==> config.mk <==
export PLATFORM = sky130hd
export DESIGN_NAME = sisc_fetch_unit_flat
export DESIGN_NICKNAME = d
export VERILOG_FILES = /design/src/rtl/sisc_fetch_unit_if.sv /design/src/rtl/sisc_fetch_unit.sv /design/src/flat_wrapper.sv
export SDC_FILE = /design/constraint.sdc
export NUM_CORES = 1
export LEC_CHECK = 0
export CAP_MARGIN = 20
export CORE_AREA = 2 2 95 97
export CTS_CLUSTER_SIZE = 40
export DETAILED_ROUTE_END_ITERATION = 16
export DIE_AREA = 0 0 97 99
export GPL_TIMING_DRIVEN = 0
export PLACE_DENSITY_LB_ADDON = 0.12
export SYNTH_ARGS = -nofsm -noshare
export SYNTH_HDL_FRONTEND = slang
export SYNTH_SLANG_ARGS = --single-unit
==> constraint.sdc <==
create_clock -name clk -period 2.9 [get_ports clk]
set_input_delay 0.87 -clock clk [delete_from_list [all_inputs] [get_ports clk]]
set_output_delay 0.87 -clock clk [all_outputs]
set_load 0.005 [all_outputs]
==> src/rtl/sisc_fetch_unit_if.sv <==
// Instruction-memory request/acknowledge bus between the SISC fetch unit and imem.
// The fetch unit is the master; the memory model or controller is the slave.
interface sisc_fetch_unit_if #(
  parameter int PC_W = 16
);
  logic            imem_req;
  logic [PC_W-1:0] imem_addr;
  logic            imem_ack;
  logic [31:0]     imem_data;

  modport master (
    output imem_req,
    output imem_addr,
    input  imem_ack,
    input  imem_data
  );

  modport slave (
    input  imem_req,
    input  imem_addr,
    output imem_ack,
    output imem_data
  );
endinterface

==> src/rtl/sisc_fetch_unit.sv <==
// SISC fetch unit: owns the PC and IR, fetches over a req/ack bus with a timeout,
// and evaluates branch conditions for the control FSM.
module sisc_fetch_unit #(
  parameter int PC_W     = 16,
  parameter int MAX_WAIT = 8
) (
  input  logic              clk,
  input  logic              rst_f,
  input  logic              pc_rst,
  input  logic              ir_load,
  input  logic              pc_write,
  input  logic              pc_sel,
  input  logic              br_sel,
  input  logic [3:0]        stat,
  sisc_fetch_unit_if.master imem,
  output logic [PC_W-1:0]   pc_out,
  output logic [31:0]       ir_out,
  output logic [3:0]        opcode,
  output logic [3:0]        mm,
  output logic              fetch_busy,
  output logic              fetch_err,
  output logic              br_taken
);

  localparam int CNT_W = (MAX_WAIT > 1) ? $clog2(MAX_WAIT) : 1;
  localparam logic [CNT_W-1:0] CNT_LAST = CNT_W'(MAX_WAIT - 1);

  typedef enum logic {ST_IDLE, ST_WAIT} state_t;

  state_t            state_reg, state_next;
  logic [CNT_W-1:0]  cnt_reg, cnt_next;
  logic [PC_W-1:0]   pc_reg;
  logic [PC_W-1:0]   addr_reg;
  logic [31:0]       ir_reg;
  logic              br_taken_reg;

  logic              fetch_start;
  logic              fetch_done;
  logic              fetch_timeout;
  logic              br_cond;
  logic              br_load;
  logic [PC_W-1:0]   imm;
  logic [PC_W-1:0]   br_target;

  // Immediate is the low half of the IR, widened by sign extension or cut down to PC_W.
  generate
    if (PC_W > 16) begin : g_imm_sext
      assign imm = {{(PC_W-16){ir_reg[15]}}, ir_reg[15:0]};
    end else begin : g_imm_trunc
      assign imm = ir_reg[PC_W-1:0];
    end
  endgenerate

  always_ff @(posedge clk or negedge rst_f) begin
    if (!rst_f) begin
      state_reg <= ST_IDLE;
      cnt_reg   <= '0;
    end else begin
      state_reg <= state_next;
      cnt_reg   <= cnt_next;
    end
  end

  always_comb begin
    state_next    = state_reg;
    cnt_next      = cnt_reg;
    fetch_start   = 1'b0;
    fetch_done    = 1'b0;
    fetch_timeout = 1'b0;
    case (state_reg)
      ST_IDLE: begin
        if (ir_load) begin
          state_next  = ST_WAIT;
          cnt_next    = '0;
          fetch_start = 1'b1;
        end
      end
      ST_WAIT: begin
        if (imem.imem_ack) begin
          state_next = ST_IDLE;
          fetch_done = 1'b1;
        end else if (cnt_reg == CNT_LAST) begin
          state_next    = ST_IDLE;
          fetch_timeout = 1'b1;
        end else begin
          cnt_next = cnt_reg + CNT_W'(1);
        end
      end
      default: state_next = ST_IDLE;
    endcase
    // pc_rst aborts any fetch activity on this edge, including a coincident ack.
    if (pc_rst) begin
      state_next    = ST_IDLE;
      fetch_start   = 1'b0;
      fetch_done    = 1'b0;
      fetch_timeout = 1'b0;
    end
  end

  always_comb begin
    br_cond = 1'b0;
    case (ir_reg[31:28])
      4'd4, 4'd5: br_cond = |(ir_reg[27:24] & stat);
      4'd6, 4'd7: br_cond = ~|(ir_reg[27:24] & stat);
      default:    br_cond = 1'b0;
    endcase
  end

  assign br_load   = pc_write & pc_sel & br_cond & ~pc_rst;
  assign br_target = br_sel ? imm : (pc_reg + imm);

  always_ff @(posedge clk or negedge rst_f) begin
    if (!rst_f) begin
      pc_reg       <= '0;
      ir_reg       <= '0;
      addr_reg     <= '0;
      br_taken_reg <= 1'b0;
    end else begin
      br_taken_reg <= br_load;
      if (fetch_start)
        addr_reg <= pc_reg;
      if (fetch_done)
        ir_reg <= imem.imem_data;
      else if (fetch_timeout)
        ir_reg <= '0;
      // A branch load overrides the post-fetch increment on the same edge.
      if (pc_rst)
        pc_reg <= '0;
      else if (br_load)
        pc_reg <= br_target;
      else if (fetch_done)
        pc_reg <= pc_reg + PC_W'(1);
    end
  end

  assign imem.imem_req  = (state_reg == ST_WAIT);
  assign imem.imem_addr = addr_reg;
  assign fetch_busy     = (state_reg == ST_WAIT);
  assign fetch_err      = fetch_timeout;
  assign br_taken       = br_taken_reg;
  assign pc_out         = pc_reg;
  assign ir_out         = ir_reg;
  assign opcode         = ir_reg[31:28];
  assign mm             = ir_reg[27:24];

endmodule

==> src/flat_wrapper.sv <==
// flat-port wrapper written by rule: the top's interface ports become plain ports
module sisc_fetch_unit_flat 
#(
  parameter int PC_W     = 16,
  parameter int MAX_WAIT = 8
)
  (clk, rst_f, pc_rst, ir_load, pc_write, pc_sel, br_sel, stat, pc_out, ir_out, opcode, mm, fetch_busy, fetch_err, br_taken, imem_imem_req, imem_imem_addr, imem_imem_ack, imem_imem_data);
  sisc_fetch_unit_if #(.PC_W(PC_W)) imem_i ();
  input  logic clk;
  input  logic rst_f;
  input  logic pc_rst;
  input  logic ir_load;
  input  logic pc_write;
  input  logic pc_sel;
  input  logic br_sel;
  input  logic [3:0] stat;
  output logic [PC_W-1:0] pc_out;
  output logic [31:0] ir_out;
  output logic [3:0] opcode;
  output logic [3:0] mm;
  output logic fetch_busy;
  output logic fetch_err;
  output logic br_taken;
  output wire logic [$bits(imem_i.imem_req)-1:0] imem_imem_req;
  output wire logic [$bits(imem_i.imem_addr)-1:0] imem_imem_addr;
  input wire logic [$bits(imem_i.imem_ack)-1:0] imem_imem_ack;
  input wire logic [$bits(imem_i.imem_data)-1:0] imem_imem_data;
  assign imem_imem_req = imem_i.imem_req;
  assign imem_imem_addr = imem_i.imem_addr;
  assign imem_i.imem_ack = imem_imem_ack;
  assign imem_i.imem_data = imem_imem_data;
  sisc_fetch_unit #(.PC_W(PC_W), .MAX_WAIT(MAX_WAIT)) u_core (.clk(clk), .rst_f(rst_f), .pc_rst(pc_rst), .ir_load(ir_load), .pc_write(pc_write), .pc_sel(pc_sel), .br_sel(br_sel), .stat(stat), .imem(imem_i), .pc_out(pc_out), .ir_out(ir_out), .opcode(opcode), .mm(mm), .fetch_busy(fetch_busy), .fetch_err(fetch_err), .br_taken(br_taken));
endmodule
== Yosys cells after proc, flatten, opt, wreduce, memory -nomap -nowiden ==
Index checks and enable logic that the tools add are counted.

* Add/sub/neg operators: 3
* Equal/unequal tests: 8
* Muxes and demuxes: 25
* Bitwise gates (word level): 6
* Reductions and logical operators: 7

{| class="wikitable"
|+ Operators with widths
! cell !! count
|-
| 16-bit 2-to-1 mux || 4
|-
| 32-bit 2-to-1 mux || 2
|-
| 16-bit by 1-bit adder with 16-bit output, second input constant || 1
|-
| 16-bit adder || 1
|-
| 4-bit by 3-bit equality test with 1-bit output, second input constant || 4
|-
| 1-bit 2-to-1 mux || 13
|-
| 3-bit 2-to-1 mux || 3
|-
| 2-bit inequality test, second input constant || 3
|-
| 3-bit one-hot mux with 2 select lines || 1
|-
| 4-bit AND || 1
|-
| 1-bit one-hot mux with 2 select lines || 2
|-
| 2-bit OR reduction || 2
|-
| 4-bit OR reduction || 1
|-
| 3-bit by 1-bit adder with 3-bit output, second input constant || 1
|-
| 1-bit AND || 3
|-
| 3-bit equality test, second input constant || 1
|-
| 3-bit AND reduction || 1
|-
| 3-bit nonzero test || 1
|-
| 1-bit inverter || 2
|-
| 2-bit nonzero test || 1
|-
| 1-bit zero test || 1
|}

* Bits in registers: 69
* Bits of input ports: 44
* Output and inout bits: 76
* Logic and storage cells: 55

== Depth between registers and ports, before layout ==
* Word-level depth: 8
* Gate-level depth with buffers: 10
* Depth with buffers taken out: 10

== Worst setup path after synthesis ==
OpenSTA, ideal clock, no wires.

* Path type: input-to-reg
* Start: in stat[0]
* End: reg u_core.pc_reg[14], in the netlist u_core.pc_out[14]
* Library setup time: 0.080 ns
* Data arrival time: 2.292 ns
* Data required time: 2.820 ns
* Slack: 0.528 ns
* Stages on the path: 7
* Buffers on the path: 0
* Path through: a22o_1 -> or3_4 -> nand4_4 -> nand2_2 -> o32a_1 -> a22o_1 -> nor3b_2

* Word-level cells in the longest chain between the ends: 8
* Elaborated cells on any way between the ends: 9
* Those cells by class: 3 x mux; 3 x bitwise; 3 x reduce/logical

{| class="wikitable"
|+ RTL lines
! what !! RTL line !! RTL
|-
| from (decl) || flat_wrapper.sv:16 || <nowiki>input logic [3:0] stat;</nowiki>
|-
| 4-bit AND * || sisc_fetch_unit.sv:103, sisc_fetch_unit.sv:104 ||
|-
| 4-bit OR reduction * || sisc_fetch_unit.sv:103, sisc_fetch_unit.sv:104 ||
|-
| 1-bit zero test || sisc_fetch_unit.sv:104 || <nowiki>4'd6, 4'd7: br_cond = ~|(ir_reg[27:24] & stat);</nowiki>
|-
| 1-bit one-hot mux with 2 select lines * || sisc_fetch_unit.sv:102 || <nowiki>case (ir_reg[31:28])</nowiki>
|-
| 1-bit AND * (2 in a row) || sisc_fetch_unit.sv:109 || <nowiki>assign br_load = pc_write & pc_sel & br_cond & ~pc_rst;</nowiki>
|-
| 16-bit 2-to-1 mux || sisc_fetch_unit.sv:129 || <nowiki>else if (br_load)</nowiki>
|-
| 16-bit 2-to-1 mux || sisc_fetch_unit.sv:127 || <nowiki>if (pc_rst)</nowiki>
|-
| to (signal assigned) || sisc_fetch_unit.sv:130 || <nowiki>pc_reg <= br_target;</nowiki>
|-
| to (signal assigned) || sisc_fetch_unit.sv:132 || <nowiki>pc_reg <= pc_reg + PC_W'(1);</nowiki>
|-
| to (decl) || sisc_fetch_unit.sv:32 || <nowiki>logic [PC_W-1:0] pc_reg;</nowiki>
|}

Every way passes the cells marked *; elsewhere a longest branch is shown, timed or not.
A chain may end at the register's enable or synchronous reset.

== Worst setup path after layout ==
* Start: in pc_rst
* End: out fetch_err

* Word-level cells in the longest chain between the ends: 1

{| class="wikitable"
|+ RTL lines
! what !! RTL line !! RTL
|-
| from (decl) || flat_wrapper.sv:11 || <nowiki>input logic pc_rst;</nowiki>
|-
| 1-bit 2-to-1 mux || sisc_fetch_unit.sv:92 || <nowiki>if (pc_rst) begin</nowiki>
|-
| to (decl) || flat_wrapper.sv:22 || <nowiki>output logic fetch_err;</nowiki>
|}

Every way passes these cells.

==> metrics.md <==
| Metric | Value |
|---|---|
| Commonest cells in the synthesized netlist | `69 x sky130_fd_sc_hd__dfrtp_1, 38 x sky130_fd_sc_hd__a22o_1, 22 x sky130_fd_sc_hd__nand2_1, 22 x sky130_fd_sc_hd__nor2_1, 18 x sky130_fd_sc_hd__ha_1` |
| Cell area after layout | `0.005495 sq mm` |
| CP Launch Type | `input port` |
| Mapped Nets | `between 400 and 500` |
| Share of flip-flops with an asynchronous set or reset | `100.0%` |
| Initial cell density of the core | `46.05%` |
| Clock tree from TritonCTS | `yes` |
| Placer Congestion | `0.8644` |
| Vias in the first global route | `3537` |
| Post-synthesis to final-layout area growth | `39.56%` |
| Peak ir drop on the vdd network | `0.2751 mV` |
| Number of pins exceeding their max-slew limit in the final report | `0` |
| Number of flip-flops under the largest register name | `32` |
| Total cell area at the placement stage | `0.005251 sq mm` |
| Combinational family with the most area after synthesis | `compound AO/OA/AOI/OAI gates` |
| Fraction of the mapped netlist area in simple logic gates | `between 10% and 20%` |
| Placeable core region | `0.008551 sq mm` |
| Number of iterations in the first detailed-routing pass | `4` |
| Slew at the pin with the worst max-slew slack | `0.8647 ns` |
| Die area | `0.009603 sq mm` |
| Setup repair after global routing missed its margin | `false` |
| Post-layout nets | `564` |
| Row count | `34` |
| Die Width | `97 um` |
| R2R cell count | `10` |
| TritonCTS buffer count | `9` |
| Outcome | `finished, final reports clean` |
| Vias/cell | `5.730` |
| Routed wire length | `around 11000 um` |
| Wire length of the first global-routing pass | `between 15000 and 20000 um` |
| Proportion of layout cells with a drive suffix above 1 | `11.07%` |
| Cell types with the largest area share after synthesis | `sky130_fd_sc_hd__dfrtp_1 44%, sky130_fd_sc_hd__a22o_1 8.5%, sky130_fd_sc_hd__ha_1 5.7%` |
| Compound-Gate Fraction of Synth Area | `20.62%` |
| CTS H-tree lvls | `3` |
| Clock-pin slew of the registers on the worst-case setup and hold paths | `0.08 ns` |
| Combinational fraction of design power | `29.3%` |
| Netlist area before placement | `0.003938 sq mm` |
| Internal power contribution | `just over 2 mW` |
| Die Height | `99 um` |
| Sequential element share of the synthesized area | `43.85%` |
| Hold buffers post-CTS | `0` |
| Share of total power consumed by net switching | `28.58%` |
| Most common cell in the netlist | `sky130_fd_sc_hd__dfrtp_1` |
| Data required, critical path | `a little over 2 ns` |
| Final number of setup-violating endpoints | `0` |
| Non-filler instance count after layout | `a little over 600` |
| Slew margin rel. | `approximately 42%` |
| Number of antenna violations at the first check in global routing | `0` |
| Share of power burned in the clock network | `between 20% and 30%` |
| Yosys warnings | `0` |
| Boundary pin count | `120` |
| Synth top area share | `a little over two fifths` |
| Pin count of the biggest net entering global routing | `70` |
| Path class of the lowest-slack min-delay path | `reg2reg` |
| TritonCTS sink count | `between 60 and 70` |
| Biggest area consumer among synthesized cells | `sky130_fd_sc_hd__dfrtp_1` |
| Xor/xnor share of the synthesized area | `4.449%` |
| Top fanout value on the critical path | `8` |
| Bufs on Longest Clock Path | `2` |
| Crit. End Element | `output pin` |
| Synthesized netlist cell count | `371` |
| Clock Skews | `between 0.009 and 0.01 ns` |
| Synthesized area divided by synthesized cell count | `10.61 sq um` |
| Final HPWL DP | `8149 um` |
| Worst hold slack across all endpoints | `a little under 0.5 ns` |
| Final Cycle Share | `94.80%` |
| Later-pin clock latency in the skew report | `0.35 ns` |
| Share of synthesized area spent on multiplexers | `6.419%` |
| DRC violations left | `0` |
| Antenna violation net count after detailed routing | `0` |
| Number of diodes added for antenna fixing | `0` |
| Sum of overflow across all layers after global routing | `0` |
| Number of cells traversed by the worst hold path | `1` |
| Drt first-iter violations | `161` |
| FMAX | `363.7 MHz` |
| Root buffer selected by CTS | `sky130_fd_sc_hd__clkbuf_8` |
| Number of enable flip-flop cells after synthesis | `0` |
| Leakage power | `2.440 nW` |
| Relative contribution of sequential cells to total power | `between 40% and 50%` |
| Total power divided by cell area | `526.5 mW/mm^2` |
| Power spent charging and discharging nets | `0.8270 mW` |
| DR WL/cell | `17.61 um` |
| Number of unique standard cell types used by synthesis | `66` |
| Final worst-path setup slack | `~0.15 ns` |
| Setup slack after placement | `-0.3515 ns` |
| GR Util All Layers | `23.13%` |
| CP Class | `in2out` |
| Hold violation total from the final report | `0` |
| Dominant register cell in the synthesized netlist | `sky130_fd_sc_hd__dfrtp_1` |
| Count of buffers inserted at the top-level ports | `approximately 120` |
| Adder-cell share of the synthesized area | `6.228%` |
| Total via count in the routed design | `3518` |
| Placed Cells | `597` |
| Signal arrival time at the worst endpoint | `1.88 ns` |
| Post-layout total power | `just under 3 mW` |
| FF+latch count, synth | `69` |
| Maxcap violations | `0` |
| Tmin final | `2.749 ns` |
==> through the flow <==
stage | setup TNS [ns] | utilization, %
5_1_grt | 0 | 64.27
3_3_place_gp | -102.46 | 61.44
2_1_floorplan | 0 | -
6_report | 0 | 64.27
4_1_cts | 0 | 64.09
3_5_place_dp | -1.436 | 61.41
==> power groups by stage <==
stage	Combinational, mW	Clock (mW)	Sequential (mW)
floorplan	0.399	0	1.20
global placement	0.829	0	1.23
detailed placement	0.843	0	1.23
CTS	0.849	0.841	1.21
global route	0.922	0.881	1.24
finish	0.849	0.829	1.22
==> worst max-delay path, cell delays in order <==
cell	delay, ns
sky130_fd_sc_hd__clkbuf_1	0.24
sky130_fd_sc_hd__nor3_4	0.25
sky130_fd_sc_hd__clkdlybuf4s50_1	0.52
==> kinds of logic after synthesis <==
logic type	after synthesis
simple gates	101
xor+xnor	20
compound gates	103
flops	69
fa+ha+maj	19
buf+inv	36
mux	23
==> cell type report <==
cell class	count	area, sq um
fill	712	3055
clock buffer	13	168.9
clock inverter	3	42.54
multi-input combinational	266	2066
inverter	12	45.04
tap	108	135.1
timing repair buffer	119	1185
sequential	69	1728
buffer	24	125.1
==> worst paths after layout <==
kind                                                       from                                    to  slack (ns)
min in group asynchronous                                 rst_f  u_core.imem.imem_addr[8]$_DFFE_PN0P_        0.61
hold reg to reg            u_core.imem.imem_addr[2]$_DFFE_PN0P_  u_core.imem.imem_addr[2]$_DFFE_PN0P_        0.49
setup reg to reg                   u_core.pc_out[0]$_DFFE_PN0P_         u_core.pc_out[12]$_DFFE_PN0P_        0.26
setup / recovery                                         pc_rst                             fetch_err        0.15
hold / removal             u_core.imem.imem_addr[2]$_DFFE_PN0P_  u_core.imem.imem_addr[2]$_DFFE_PN0P_        0.49
max in group asynchronous                                 rst_f          u_core.pc_out[0]$_DFFE_PN0P_        1.66
==> placed cells by master (no fill, tap or decap), types with 12 or more instances in the layout <==
cell,synthesis,final
sky130_fd_sc_hd__nand2_1,22,22
sky130_fd_sc_hd__clkdlybuf4s50_1,0,116
sky130_fd_sc_hd__clkbuf_1,12,13
sky130_fd_sc_hd__xnor2_1,12,12
sky130_fd_sc_hd__ha_1,18,18
sky130_fd_sc_hd__nand3_1,15,15
sky130_fd_sc_hd__clkbuf_8,0,12
sky130_fd_sc_hd__dfrtp_1,69,68
sky130_fd_sc_hd__nor2_1,22,22
sky130_fd_sc_hd__a22o_1,38,38
==> metal layers <==
| metal | routed length, um | vias to the layer above | global-route usage [%] |
|---|---|---|---|
| li1 | - | 1652 | - |
| met1 | 4563 | 1708 | 29.28 |
| met2 | 5239 | 139 | 38.84 |
| met3 | 823 | 19 | 5.390 |
| met4 | 185 | 0 | 8.667 |
| met5 | 0 | - | 0 |
==> timing repair <==
action / CTS / global route
endpoints found under the setup margin: 1 / 2
pin swaps: 1 / 1
buffers inserted: 1 / 0
gates resized for setup: 3 / 4
Power figures use the tool's default switching activity.
